==> config.mk <==
export PLATFORM = sky130hd
export DESIGN_NAME = sha256_msg_padder
export DESIGN_NICKNAME = d
export VERILOG_FILES = /design/src/rtl/sha256_msg_padder.sv
export SDC_FILE = /design/constraint.sdc
export NUM_CORES = 1
export LEC_CHECK = 0
export BUFFER_PORTS_ARGS = -buffer_cell sky130_fd_sc_hd__buf_4
export CORE_AREA = 3 3 146 91
export CTS_CLUSTER_SIZE = 30
export DETAILED_ROUTE_END_ITERATION = 10
export DIE_AREA = 0 0 149 94
export HOLD_SLACK_MARGIN = 0.06
export MAX_ROUTING_LAYER = met4
export PLACE_DENSITY_LB_ADDON = 0.2
export RECOVER_POWER = 25
export SYNTH_ARGS = -nofsm -noshare
export SYNTH_HDL_FRONTEND = slang
export SYNTH_SLANG_ARGS = --single-unit
==> constraint.sdc <==
create_clock -name clk -period 3.62 [get_ports clk]
set_clock_uncertainty 0.05 [all_clocks]
set_input_delay 0.362 -clock clk [delete_from_list [all_inputs] [get_ports clk]]
set_output_delay 0.362 -clock clk [all_outputs]
set_load 0.03 [all_outputs]
==> src/rtl/sha256_msg_padder.sv <==
// SHA-256 message padder: byte stream in, padded 32-bit big-endian words out,
// 16 per block with word index and final-block flag for the round stage.
module sha256_msg_padder #(
    parameter int LEN_W = 64
) (
    input  logic        clk,
    input  logic        rst_n,
    input  logic        in_valid,
    input  logic [7:0]  in_data,
    input  logic        in_last,
    input  logic        in_empty,
    output logic        in_ready,
    output logic        out_valid,
    output logic [31:0] out_word,
    output logic [3:0]  out_idx,
    output logic        out_blk_last,
    input  logic        out_ready,
    output logic        busy
);
    typedef enum logic [1:0] {S_DATA, S_PAD, S_ZERO, S_LEN} state_t;

    state_t             state_reg, state_next;
    logic [5:0]         pos_reg;
    logic [LEN_W-1:0]   cnt_reg, cnt_next;
    logic [23:0]        acc_reg;
    logic [31:0]        out_word_reg;
    logic               out_valid_reg;
    logic [3:0]         out_idx_reg;
    logic               out_blk_last_reg;
    logic               busy_reg;
    logic               last_flag_reg;

    logic               advance;
    logic               byte_en;
    logic [7:0]         byte_val;
    logic               cur_set;
    logic               wrap_set;
    logic               flag_clr;
    logic               in_ready_c;
    logic               word_load;
    logic [63:0]        len64;
    logic [2:0]         len_sel;

    assign len64   = 64'(cnt_reg);
    assign len_sel = ~pos_reg[2:0];
    assign advance = !(pos_reg[1:0] == 2'd3 && out_valid_reg && !out_ready);

    always_comb begin
        state_next = state_reg;
        cnt_next   = cnt_reg;
        byte_en    = 1'b0;
        byte_val   = 8'h00;
        cur_set    = 1'b0;
        wrap_set   = 1'b0;
        flag_clr   = 1'b0;
        in_ready_c = 1'b0;
        case (state_reg)
            S_DATA: begin
                in_ready_c = advance;
                if (in_valid && advance) begin
                    if (!(in_last && in_empty)) begin
                        byte_en  = 1'b1;
                        byte_val = in_data;
                        cnt_next = cnt_reg + LEN_W'(8);
                    end
                    if (in_last) state_next = S_PAD;
                end
            end
            S_PAD: begin
                if (advance) begin
                    byte_en    = 1'b1;
                    byte_val   = 8'h80;
                    cur_set    = (pos_reg <= 6'd55);
                    wrap_set   = (pos_reg == 6'd63);
                    state_next = S_ZERO;
                end
            end
            S_ZERO: begin
                if (pos_reg == 6'd56) begin
                    state_next = S_LEN;
                    wrap_set   = 1'b1;
                end else if (advance) begin
                    byte_en  = 1'b1;
                    // Wrapping here means the next block carries the length,
                    // so it is flagged final from its first word.
                    wrap_set = (pos_reg == 6'd63);
                end
            end
            S_LEN: begin
                if (advance) begin
                    byte_en  = 1'b1;
                    byte_val = len64[{len_sel, 3'b000} +: 8];
                    if (pos_reg == 6'd63) begin
                        state_next = S_DATA;
                        cnt_next   = '0;
                        flag_clr   = 1'b1;
                    end
                end
            end
            default: state_next = S_DATA;
        endcase
    end

    assign word_load = byte_en && (pos_reg[1:0] == 2'd3);

    always_ff @(posedge clk) begin
        if (!rst_n) begin
            state_reg        <= S_DATA;
            pos_reg          <= '0;
            cnt_reg          <= '0;
            acc_reg          <= '0;
            out_word_reg     <= '0;
            out_valid_reg    <= 1'b0;
            out_idx_reg      <= '0;
            out_blk_last_reg <= 1'b0;
            busy_reg         <= 1'b0;
            last_flag_reg    <= 1'b0;
        end else begin
            state_reg <= state_next;
            cnt_reg   <= cnt_next;
            if (byte_en) begin
                acc_reg <= {acc_reg[15:0], byte_val};
                pos_reg <= pos_reg + 6'd1;
            end
            if (word_load) begin
                out_word_reg     <= {acc_reg, byte_val};
                out_idx_reg      <= pos_reg[5:2];
                out_blk_last_reg <= last_flag_reg | cur_set;
                out_valid_reg    <= 1'b1;
            end else if (out_valid_reg && out_ready) begin
                out_valid_reg <= 1'b0;
                if (out_idx_reg == 4'd15) out_blk_last_reg <= 1'b0;
            end
            if (flag_clr)
                last_flag_reg <= 1'b0;
            else if (cur_set || wrap_set)
                last_flag_reg <= 1'b1;
            if (in_valid && in_ready_c)
                busy_reg <= 1'b1;
            else if (out_valid_reg && out_ready && out_idx_reg == 4'd15 && out_blk_last_reg)
                busy_reg <= 1'b0;
        end
    end

    assign in_ready     = rst_n && in_ready_c;
    assign out_valid    = out_valid_reg;
    assign out_word     = out_word_reg;
    assign out_idx      = out_idx_reg;
    assign out_blk_last = out_blk_last_reg;
    assign busy         = busy_reg;
endmodule
* Word-level counts from Yosys, hierarchy flattened
Index checks and enable logic that the tools add are counted.
Operators by class: add/sub/neg operators 2, magnitude comparators 1, eq/ne operators 14, shifts and indexed selects 1, multiplexer cells 38, bitwise operators 3, reduce and logical (&&, ||, !) cells 23
Operator list (count):
- 2-to-1 mux 64 bit | 4
- case mux 64 bit (2 select lines) | 1
- adder 64 x 4 -> 64 bit, second input constant | 1
- variable part select 64 x 7 -> 8 bit | 1
- 2-to-1 mux 8 bit | 4
- case mux 8 bit (3 select lines) | 1
- 2-to-1 mux 1 bit | 19
- inequality test 2 bit, second input constant | 7
- equality test 6 bit, second input constant | 2
- 2-to-1 mux 2 bit | 6
- logical AND 1 bit | 10
- case mux 2 bit (4 select lines) | 1
- nonzero test 2 bit | 4
- adder 6 x 1 -> 6 bit, second input constant | 1
- equality test 2 bit, second input constant | 3
- less-or-equal comparator 6 bit, second input constant | 1
- AND reduction 6 bit | 1
- AND reduction 5 bit | 1
- equality test 4 bit, second input constant | 1
- OR reduction 2 bit | 2
- NOT 3 bit | 1
- case mux 1 bit (3 select lines) | 1
- equality test 2 x 1 -> 1 bit, second input constant | 1
- zero test 1 bit | 2
- other kinds (6) | 6
Word-level totals: register bits 136, output and inout port bits 40

* Logic depth before layout (Yosys ltp)
Gate-level depths: netlist of the first run.
depth in word-level cells 10, depth in mapped cells 10

* Least setup slack after synthesis of the first run
Ideal clock, no wire load.
kind reg2reg, from reg pos_reg[1], to reg out_idx_reg[0] (netlist: out_idx[0]), arrival 2729 ps, data required time 3500 ps, slack 770 ps, stages on the path, launching flop included 11, period minus slack after synthesis 2850 ps, cell sequence dfxtp_1 clkbuf_1 clkbuf_1 inv_1 ha_1 nor2b_1 a311o_1 a21boi_1 clkbuf_1 nand2_1 a21oi_1
On the way: word-level cells in the longest chain between the ends 8, elaborated cells on any way between the ends 11, those cells by class eq/ne (2); mux (4); reduce/logical (5)
RTL lines:
- from (decl) | line 23 | logic [5:0] pos_reg;
- from (signal assigned) | line 123 | pos_reg <= pos_reg + 6'd1;
- equality test 2 bit | line 46, 104
- logical AND 1 bit (2 in a row) | line 46 | assign advance = !(pos_reg[1:0] == 2'd3 && out_valid_reg && !out_ready);
- zero test 1 bit | line 46
- logical AND 1 bit | line 60 | if (in_valid && advance) begin
- 2-to-1 mux 1 bit | line 60
- case mux 1 bit (3 select lines) | line 57 | case (state_reg)
- logical AND 1 bit (*) | line 104 | assign word_load = byte_en && (pos_reg[1:0] == 2'd3);
- to (signal assigned) | line 127 | out_idx_reg <= pos_reg[5:2];
- to (decl) | line 28 | logic [3:0] out_idx_reg;
Mark *: on every way between the ends. The rest lies on a longest branch, timed or not. A chain may end at the register's enable or synchronous reset.

* Final worst setup path of the first run
from reg pos_reg[0], to reg cnt_reg[29]
On the way: word-level cells in the longest chain between the ends 7, elaborated cells on any way between the ends 10, those cells by class eq/ne (5); reduce/logical (5)
RTL lines:
- equality test 2 bit | line 46
- logical AND 1 bit (2 in a row) | line 46
- zero test 1 bit | line 46
- logical AND 1 bit | line 60
- inequality test 2 bit (no line)
- AND reduction 5 bit (no line) (*)
- to (signal assigned) | line 120 | cnt_reg <= cnt_next;
- to (decl) | line 24 | logic [LEN_W-1:0] cnt_reg, cnt_next;
Marked as above.

==> flow_summary.yaml, run 1 <==
timing:
  rsz0062_at_grt: "no"
  fin_crit_ns: 2.88
  slew_violations: 0
  period_share: 0.795
  setup_viol: 0
  clock.fmax_mhz: 348
  final.setup.tns_ns: 0
  finalHoldViolCount: 0
  setup_ws_ns: 0.744
  worst_slew_pin_slew_ns: 0.847
  slew_headroom: 0.430
cells_and_area:
  area_growth_pct: 14.6
  largest_reg_flops: 61
  fin_nets: 840
  drive_above_1_share: 0.0998
  stdcell_count: 997
  antenna_cells: 0
yosys:
  synthMuxAreaShare: 0.0776
  synth_top_area_frac: 0.410
  post-synth-top-count-cell: "dfxtp_1"
  synth_fp_nets: 810
  syn_area_per_cell_sq_um: 8.23
  syn_area_sq_um: 6490
  synth_cell_types: 46
  ys.flop_type: "dfxtp_1"
  synthAdderAreaFrac: 0.0135
  synthArstFlopShare: 0
  synth.largest_area_cell: "dfxtp_1"
  netlist_instances: 789
  synth_common_cells: "dfxtp_1 (133), nand2_1 (129), a21oi_1 (114)"
  ys_ff_latch: 133
  yosysWarnings: 0
  synth_compound_area_frac: 0.181
  synth_seq_area_share: 0.410
  synthTopCellsByArea: "dfxtp_1 (41%), a21oi_1 (8.8%), nand2_1 (7.5%)"
  synth_edf_count: 0
  synth-xor-area-share: 0.0148
  synthSimpleGateAreaFrac: 0.254
  synth_top_family_by_area: "simple AND/OR/NAND/NOR gates"
drt:
  wl_met3_mm: 1.94
  dr_wl_met2_mm: 7.55
  firstDrtPassIters: 6
  detail_route.wirelength.met1_mm: 8.32
  drtAntennaViolNets: 0
  dr_total_vias: 6318
  route.detailed.drc: 0
  routed_via_density: 6.34
  drt-total-wl_mm: 18.0
  dr.max_layer_used: "met4"
  post_drt_wl_per_cell_um: 18.1
  drtIter0Drc: 726
global_route:
  grt_pass1_wl_mm: 29.0
  grt_util_all_layers: 0.264
  grt_start_max_net_pins: 46
  grt_pass1_vias: 5669
  grt_antenna_before_repair: 0
  grt_overflow: 0
power_and_ir_drop:
  leakagePower_nw: 2.25
  power-per-cell-area_nw_per_um2: 538
  ir_drop_v: 0.000414
setup_path:
  cp_max_fo: 43
  crit_type: "reg2reg"
  cp.arrival_ns: 3.17
  cp_slowest_cell: "or4_1"
  startpoint_type: "flip-flop"
  critPathMaxStageDelay_ns: 0.50
  rr_endpoint: "cnt_reg[29]$_SDFFE_PN0P_"
  reg2regPathDepth: 8
  crit-reg2reg-launch: "pos_reg[0]$_SDFFE_PN0P_"
  r2r_setup_slack_ns: 0.74
  crit_path_cell_trace: "ha_1 -> nand3b_1 -> clkbuf_1 -> nand4_1 -> or3_1 -> buf_4 -> or4_1 -> a21oi_1"
  cp.required_ns: 3.91
  end_kind: "flip-flop"
min_path:
  hold_depth: 3
  hold_path.class: "in2reg"
  hold_start: "in_valid"
  min_to: "busy$_SDFFE_PN0P_"
clocking:
  cts_sinks: 133
  clk_latency_ns: 0.42
  cts-resized-gates: 0
  cts_setup_buffers: 0
  cts_hold_buffers: 0
  cts_made_buffers: 17
  cts_tree: "built"
  clock_path_buffers: 2
  ctsHtreeMaxLevel: 4
  clk_pin_slew_ns: 0.06
  cts_root_buf: "clkbuf_16"
die:
  die_y_um: 94
  die_w_um: 149
  initial_core_util: 0.540
  io-pin-count: 54
  core_region_area_sq_um: 12000
  row_count: 31
  die-area_sq_um: 14000
placement:
  port-buffer-count: 53
  gp_congestion: 0.928
  dp_slack_ns: 0.938
  dp_cells: 965
  dpl.hpwl_mm: 12.7
status:
  status: "finished clean"
job:
  drv_cap: 0
[layout by cell type, fill, tap and decap left out, drive strengths merged, types with 3 or more instances in the layout]
cell,instances
dfxtp,133
nand2,129
a21oi,114
clkbuf,57
or4,47
o31ai,41
nor2,33
buf,31
o21ai,29
nand4,28
nand3,27
inv,27
mux2i,20
mux4,13
nor4,10
or3,8
nor3,8
xnor2,8
o211ai,8
nand2b,7
ha,7
and3,6
and4,5
clkinv,5
and2,4
a31oi,3
xor2,3
clkinvlp,3
[critical path, delay by kind of cell, from the launching register on]
family,cells,cell delay (ns)
AO/OA/AOI/OAI,1,0.18
flip-flops,1,0.31
AND/OR/NAND/NOR,4,1.30
adder cells (fa/ha/maj),1,0.29
buffers and inverters,2,0.64
[how the worst max path moves through the flow]
stage / slack (ns) / start / cells past startpoint / end
2_1_floorplan: 0.77 / pos_reg[1]$_SDFFE_PN0P_ / 10 / out_idx[0]$_SDFFE_PN0P_
3_3_place_gp: 1.05 / cnt_reg[20]$_SDFFE_PN0P_ / 6 / cnt_reg[39]$_SDFFE_PN0P_
3_5_place_dp: 0.94 / cnt_reg[20]$_SDFFE_PN0P_ / 6 / cnt_reg[33]$_SDFFE_PN0P_
4_1_cts: 0.94 / cnt_reg[20]$_SDFFE_PN0P_ / 6 / cnt_reg[33]$_SDFFE_PN0P_
5_1_grt: 0.57 / pos_reg[0]$_SDFFE_PN0P_ / 8 / cnt_reg[47]$_SDFFE_PN0P_
6_report: 0.74 / pos_reg[0]$_SDFFE_PN0P_ / 8 / cnt_reg[29]$_SDFFE_PN0P_
[cell type report]
class,count,area [sq um]
fillers,1054,4580
clock buffers,17,425
flip-flops and latches,133,2660
multi-input cells,576,3550
repair buffers,71,383
inverters,20,75.1
well taps,165,206
clock inverters,15,136
[power by group]
| part | leakage, nW | internal, mW | switching (mW) | total (mW) |
|---|---|---|---|---|
| Combinational | 0.908 | 0.252 | 0.479 | 0.731 |
| Sequential | 1.07 | 1.56 | 0.0812 | 1.64 |
| Clock | 0.268 | 0.903 | 0.728 | 1.63 |
| Total | 2.25 | 2.71 | 1.29 | 4.00 |
[per-layer routing]
| metal | up-vias | track usage |
|---|---|---|
| li1 | 2972 | - |
| met1 | 2984 | 0.387 |
| met2 | 335 | 0.364 |
| met3 | 27 | 0.0675 |
| met4 | 0 | 0.0640 |
| met5 | - | - |
[cell families after synthesis]
kind of cell / Yosys count
adder cells (fa/ha/maj): 7
multiplexers: 34
AND/OR/NAND/NOR: 320
flip-flops: 133
AO/OA/AOI/OAI: 204
XOR/XNOR: 11
buffers and inverters: 80
[metrics by stage]
stage               hold slack, ns  area, sq um  total power [mW]  utilization
floorplan                    0.382         6490              2.17            -
detailed placement           0.397         7030              2.38        0.585
finish                       0.197         7440              4.00        0.619
global route                 0.221         7440              4.17        0.619
CTS                          0.186         7590              4.01        0.631
global placement             0.394         7030              2.35        0.585
No activity file was read; power rests on OpenSTA's default activity.
==> inputs of run 2 (changes only) <==
Settings changed: ABC_AREA set to 1, CORE_AREA 3 3 146 91 to 3 3 151 95, DIE_AREA 0 0 149 94 to 0 0 154 98.
Clock period 3.62 ns to 2.7 ns, I/O delays scaled along.
==> run 2 against run 1 <==
Compared with the run above: utilization rose by 0.42 points; worst hold slack got worse by 0.12 ns; sequential power rose by 49%; register-to-register slack got worse by 0.42 ns; clock-buffer cell count rose by 1; critical path depth rose by 2; die area rose by 7.8%; sequential cell count did not move; sequential share of layout area fell by 2.5 points; critical path type unchanged; critical endpoint is now out_idx[2]$_SDFFE_PN0P_; largest cell class unchanged.
==> flow_summary.yaml, run 2 <==
status:
  status: "finished clean"
power_and_ir_drop:
  power-per-cell-area_nw_per_um2: 894
  leakagePower_nw: 3.35
  power_mw: 7.16
  ir_drop_v: 0.000772
clocking:
  ctsHtreeMaxLevel: 4
  cts_tree: "built"
  clk_pin_slew_ns: 0.06
  cts_made_buffers: 17
  cts_setup_buffers: 0
  clock_path_buffers: 2
  cts-resized-gates: 0
  cts_root_buf: "clkbuf_16"
  cts_hold_buffers: 0
  clk_latency_ns: 0.43
  cts_sinks: 133
placement:
  gp_congestion: 0.990
  dpl.hpwl_mm: 15.7
  port-buffer-count: 53
timing:
  fin_crit_ns: 2.38
  finalHoldViolCount: 0
  worst_slew_pin_slew_ns: 0.854
  clock.fmax_mhz: 421
  period_share: 0.881
  rsz0062_at_grt: "no"
  final.setup.tns_ns: 0
  slew_violations: 0
  setup_viol: 0
  slew_headroom: 0.427
yosys:
  synth.largest_area_cell: "dfxtp_1"
  ys.flop_type: "dfxtp_1"
  synthTopCellsByArea: "dfxtp_1 (38%), nand2_1 (18%), nor2_1 (12%)"
  syn_area_per_cell_sq_um: 6.21
  synth_top_area_frac: 0.380
  yosysWarnings: 0
  synth_edf_count: 0
  syn_area_sq_um: 7000
  post-synth-top-count-cell: "nand2_1"
  synth_common_cells: "nand2_1 (333), nor2_1 (219), dfxtp_1 (133)"
  synth_fp_nets: 1148
  synth_seq_area_share: 0.380
  synth_cell_types: 32
  ys_ff_latch: 133
  synthArstFlopShare: 0
  netlist_instances: 1127
setup_path:
  cp.required_ns: 2.99
  cp.arrival_ns: 2.67
  cp_max_fo: 16
  crit_type: "reg2reg"
  end_kind: "flip-flop"
  startpoint_type: "flip-flop"
cells_and_area:
  layout_commonest_cell: "nand2_1"
  antenna_cells: 0
  largest_reg_flops: 61
  final_cell_mix: "nand2_1 (334), nor2_1 (219), dfxtp_1 (133)"
  area_growth_pct: 14.4
  drive_above_1_share: 0.0790
  finalCoreUtilization: 0.623
  fin_nets: 1198
drt:
  post_drt_wl_per_cell_um: 16.0
  routed_via_density: 5.47
  drtAntennaViolNets: 0
  drt-total-wl_mm: 21.7
  firstDrtPassIters: 6
  dr_total_vias: 7433
  route.detailed.drc: 0
  drtIter0Drc: 897
global_route:
  grt_pass1_vias: 6358
  grt_overflow: 0
  grt_antenna_before_repair: 0
  grt_util_all_layers: 0.293
  grt_pass1_wl_mm: 34.1
  grt_start_max_net_pins: 56
min_path:
  hold_path.class: "in2reg"
die:
  initial_core_util: 0.545
  die_y_um: 98
  core_region_area_sq_um: 12900
  io-pin-count: 54
  die_w_um: 154
  row_count: 32
  die-area_sq_um: 15100
job:
  drv_cap: 0
## run 2: through the flow
stage / hold WS (ns) / area, sq um / setup WS (ns) / std cells
floorplan: 0.387 / 7000 / 0.699 / 1127
global placement: 0.406 / 7550 / 0.555 / 1328
CTS: 0.0693 / 8160 / 0.422 / 1360
finish: 0.0788 / 8010 / 0.322 / 1360
detailed placement: 0.406 / 7550 / 0.459 / 1328
global route: 0.100 / 8010 / 0.124 / 1360
## run 2: worst paths after layout
check | start | to | slack (ns) | depth (start not counted)
min reg2reg | out_word[8]$_SDFFE_PN0P_ | out_word[8]$_SDFFE_PN0P_ | 0.41 | 2
max | pos_reg[1]$_SDFFE_PN0P_ | out_idx[2]$_SDFFE_PN0P_ | 0.32 | 10
min | out_ready | out_valid$_SDFFE_PN0P_ | 0.08 | 4
max reg2reg | pos_reg[1]$_SDFFE_PN0P_ | out_idx[2]$_SDFFE_PN0P_ | 0.32 | 10
## run 2: area by class of cell
| type | instances | area, sq um |
|---|---|---|
| fillers | 1208 | 4840 |
| clock buffers | 18 | 439 |
| well taps | 170 | 213 |
| clock inverters | 14 | 163 |
| flip-flops and latches | 133 | 2660 |
| multi-input cells | 839 | 3690 |
| repair buffers | 70 | 404 |
| inverters | 116 | 435 |
## run 2: cells by family (layout without fill, tap and decap cells)
group / count (synthesis) / after routing / synth area share
AND/OR/NAND/NOR: 701 / 701 / 0.417
buffers and inverters: 155 / 218 / 0.0919
flip-flops: 133 / 133 / 0.380
AO/OA/AOI/OAI: 130 / 130 / 0.0965
adder cells (fa/ha/maj): 7 / 7 / 0.0125
XOR/XNOR: 1 / 1 / 0.00125
## run 2: critical path: stages, from the launching register on
cell and delay [ns]:
dfxtp_1 0.43, ha_1 0.30, nand3_1 0.21, inv_1 0.18, nor2_1 0.07, o21ai_2 0.08, nand2_1 0.15, nand2_2 0.28
buf_4 0.28, o21ai_0 0.11, nor2_1 0.16
## run 2: layer usage
layer  global-route usage  wire [um]
met5                    -          0
met4               0.0604        241
met3                0.112       3130
met2                0.345       7830
met1                0.455      10500
## run 2: where the power goes
part           internal [mW]  switching (mW)
sequential              2.22           0.218
clock                   1.41           0.991
combinational          0.648            1.67
total                   4.28            2.88
==> inputs of run 3 (changes only) <==
Settings changed: ABC_AREA 1 to not set, CORE_AREA 3 3 151 95 to 3 3 146 91, DIE_AREA 0 0 154 98 to 0 0 149 94.
==> run 3 against run 2 <==
Compared with the run above: first-iteration DRC count shrank 14%; non-clock buffer count is 16 higher; via count shrank 14%; clock power decreased by 8%; power decreased by 24%; maximum frequency is 9.2% lower; die area down 7.2%; final cell count decreased by 26%; clock-buffer cell count shrank 1; critical endpoint is now cnt_reg[58]$_SDFFE_PN0P_.
==> flow_summary.yaml, run 3 (synthesis gave the netlist of run 1 again) <==
cells_and_area:
  fin_nets: 855
  antenna_cells: 0
  area_growth_pct: 17.1
  largest_reg_flops: 61
  design_area_sq_um: 7600
  drive_above_1_share: 0.116
  layout_commonest_cell: "dfxtp_1"
  final_cell_mix: "dfxtp_1 (133), nand2_1 (129), a21oi_1 (113)"
setup_path:
  rr_endpoint: "cnt_reg[58]$_SDFFE_PN0P_"
  cp_slowest_cell: "or4_1"
  cp.required_ns: 3.00
  r2r_setup_slack_ns: 0.08
  cpLargestDelayFamily: "simple AND/OR/NAND/NOR gates"
  path_buf_inv: 1
  cp.arrival_ns: 2.92
  crit-reg2reg-launch: "cnt_reg[27]$_SDFFE_PN0P_"
  crit_path_cell_trace: "nand3_1 -> or3_1 -> or4_1 -> buf_12 -> or4_1 -> a21oi_1"
  reg2regPathDepth: 6
  crit_type: "reg2reg"
  critPathMaxStageDelay_ns: 0.58
  critPathMostFrequentCell: "or4_1"
  end_kind: "flip-flop"
  cp_max_fo: 42
  startpoint_type: "flip-flop"
clocking:
  clk_latency_ns: 0.42
  cts-resized-gates: 0
  clk_pin_slew_ns: 0.06
  cts_setup_buffers: 0
  cts_tree: "built"
  clock_path_buffers: 2
  cts_sinks: 133
  cts_hold_buffers: 0
  cts_made_buffers: 17
  ctsHtreeMaxLevel: 4
  cts_root_buf: "clkbuf_16"
global_route:
  grt_pass1_wl_mm: 30.6
  grt_util_all_layers: 0.284
  grt_antenna_before_repair: 0
  grt_overflow: 0
  grt_start_max_net_pins: 46
  grt_pass1_vias: 5846
min_path:
  hold_start: "in_valid"
  hold_path.class: "in2reg"
  min_to: "busy$_SDFFE_PN0P_"
  hold_depth: 3
timing:
  period_share: 0.969
  fin_crit_ns: 2.62
  setup_viol: 0
  clock.fmax_mhz: 382
  final.setup.tns_ns: 0
  finalHoldViolCount: 0
  slew_headroom: 0.463
  worst_slew_pin_slew_ns: 0.798
  rsz0062_at_grt: "no"
  slew_violations: 0
die:
  die-area_sq_um: 14000
  die_y_um: 94
  die_w_um: 149
  io-pin-count: 54
  initial_core_util: 0.540
  row_count: 31
  core_region_area_sq_um: 12000
drt:
  post_drt_wl_per_cell_um: 18.7
  firstDrtPassIters: 6
  routed_via_density: 6.30
  drtIter0Drc: 771
  dr_total_vias: 6373
  drt-total-wl_mm: 19.0
  drtAntennaViolNets: 0
  route.detailed.drc: 0
power_and_ir_drop:
  power-per-cell-area_nw_per_um2: 714
  ir_drop_v: 0.000490
  combPwrFrac: 0.188
  leakagePower_nw: 2.35
  p_clk_frac: 0.404
  power_frac_seq: 0.408
  p_int_mw: 3.67
  p_sw_frac: 0.324
  p_sw_mw: 1.76
status:
  status: "finished clean"
job:
  drv_cap: 0
placement:
  place_area_sq_um: 7190
  gp_congestion: 0.971
  port-buffer-count: 53
  dpl.hpwl_mm: 13.4
==> run 3: layout make-up <==
class	instances	area, sq um
clock buffers	17	425
flip-flops and latches	133	2660
clock inverters	15	136
well taps	165	206
inverters	20	75.1
multi-input cells	576	3550
repair buffers	86	546
fillers	1038	4420
==> run 3: worst max-delay path by stage <==
| stage | from | endpoint | slack, ns | depth (start not counted) |
|---|---|---|---|---|
| 5_1_grt | cnt_reg[27]$_SDFFE_PN0P_ | cnt_reg[58]$_SDFFE_PN0P_ | 0.02 | 6 |
| 2_1_floorplan | pos_reg[1]$_SDFFE_PN0P_ | out_idx[0]$_SDFFE_PN0P_ | 0.08 | 10 |
| 4_1_cts | cnt_reg[27]$_SDFFE_PN0P_ | cnt_reg[58]$_SDFFE_PN0P_ | 0.15 | 6 |
| 3_3_place_gp | cnt_reg[27]$_SDFFE_PN0P_ | cnt_reg[37]$_SDFFE_PN0P_ | 0.23 | 6 |
| 3_5_place_dp | cnt_reg[27]$_SDFFE_PN0P_ | cnt_reg[62]$_SDFFE_PN0P_ | 0.18 | 6 |
| 6_report | cnt_reg[27]$_SDFFE_PN0P_ | cnt_reg[58]$_SDFFE_PN0P_ | 0.08 | 6 |
==> run 3: through the flow <==
step                utilization  power (mW)  hold slack, ns  worst slack (ns)  cells
floorplan                     -        2.92           0.382            0.0831    789
global placement          0.598        3.21           0.391             0.233    980
detailed placement        0.598        3.25           0.398             0.177    980
CTS                       0.645        5.44          0.0960             0.150   1012
global route              0.632        5.65           0.123            0.0187   1012
finish                    0.632        5.43          0.0995            0.0827   1012
==> run 3: power groups by stage <==
stage | clock (mW) | sequential (mW) | combinational, mW
finish | 2.20 | 2.22 | 1.02
global route | 2.31 | 2.23 | 1.11
CTS | 2.22 | 2.21 | 1.01
detailed placement | 0 | 2.25 | 0.997
global placement | 0 | 2.24 | 0.970
floorplan | 0 | 2.22 | 0.701
==> run 3: worst register-to-register path: cells and delay by family, from the launching register on <==
family	cells	cell delay [ns]
buf+inv	1	0.21
flops	1	0.42
compound gates	1	0.18
simple gates	4	1.69
==> run 3: layer usage <==
metal,GRT usage,share of wire,vias up
met2,0.395,0.42,311
li1,-,-,3011
met4,0.0640,0.011,0
met1,0.413,0.47,3028
met3,0.0757,0.098,23
met5,-,0,-
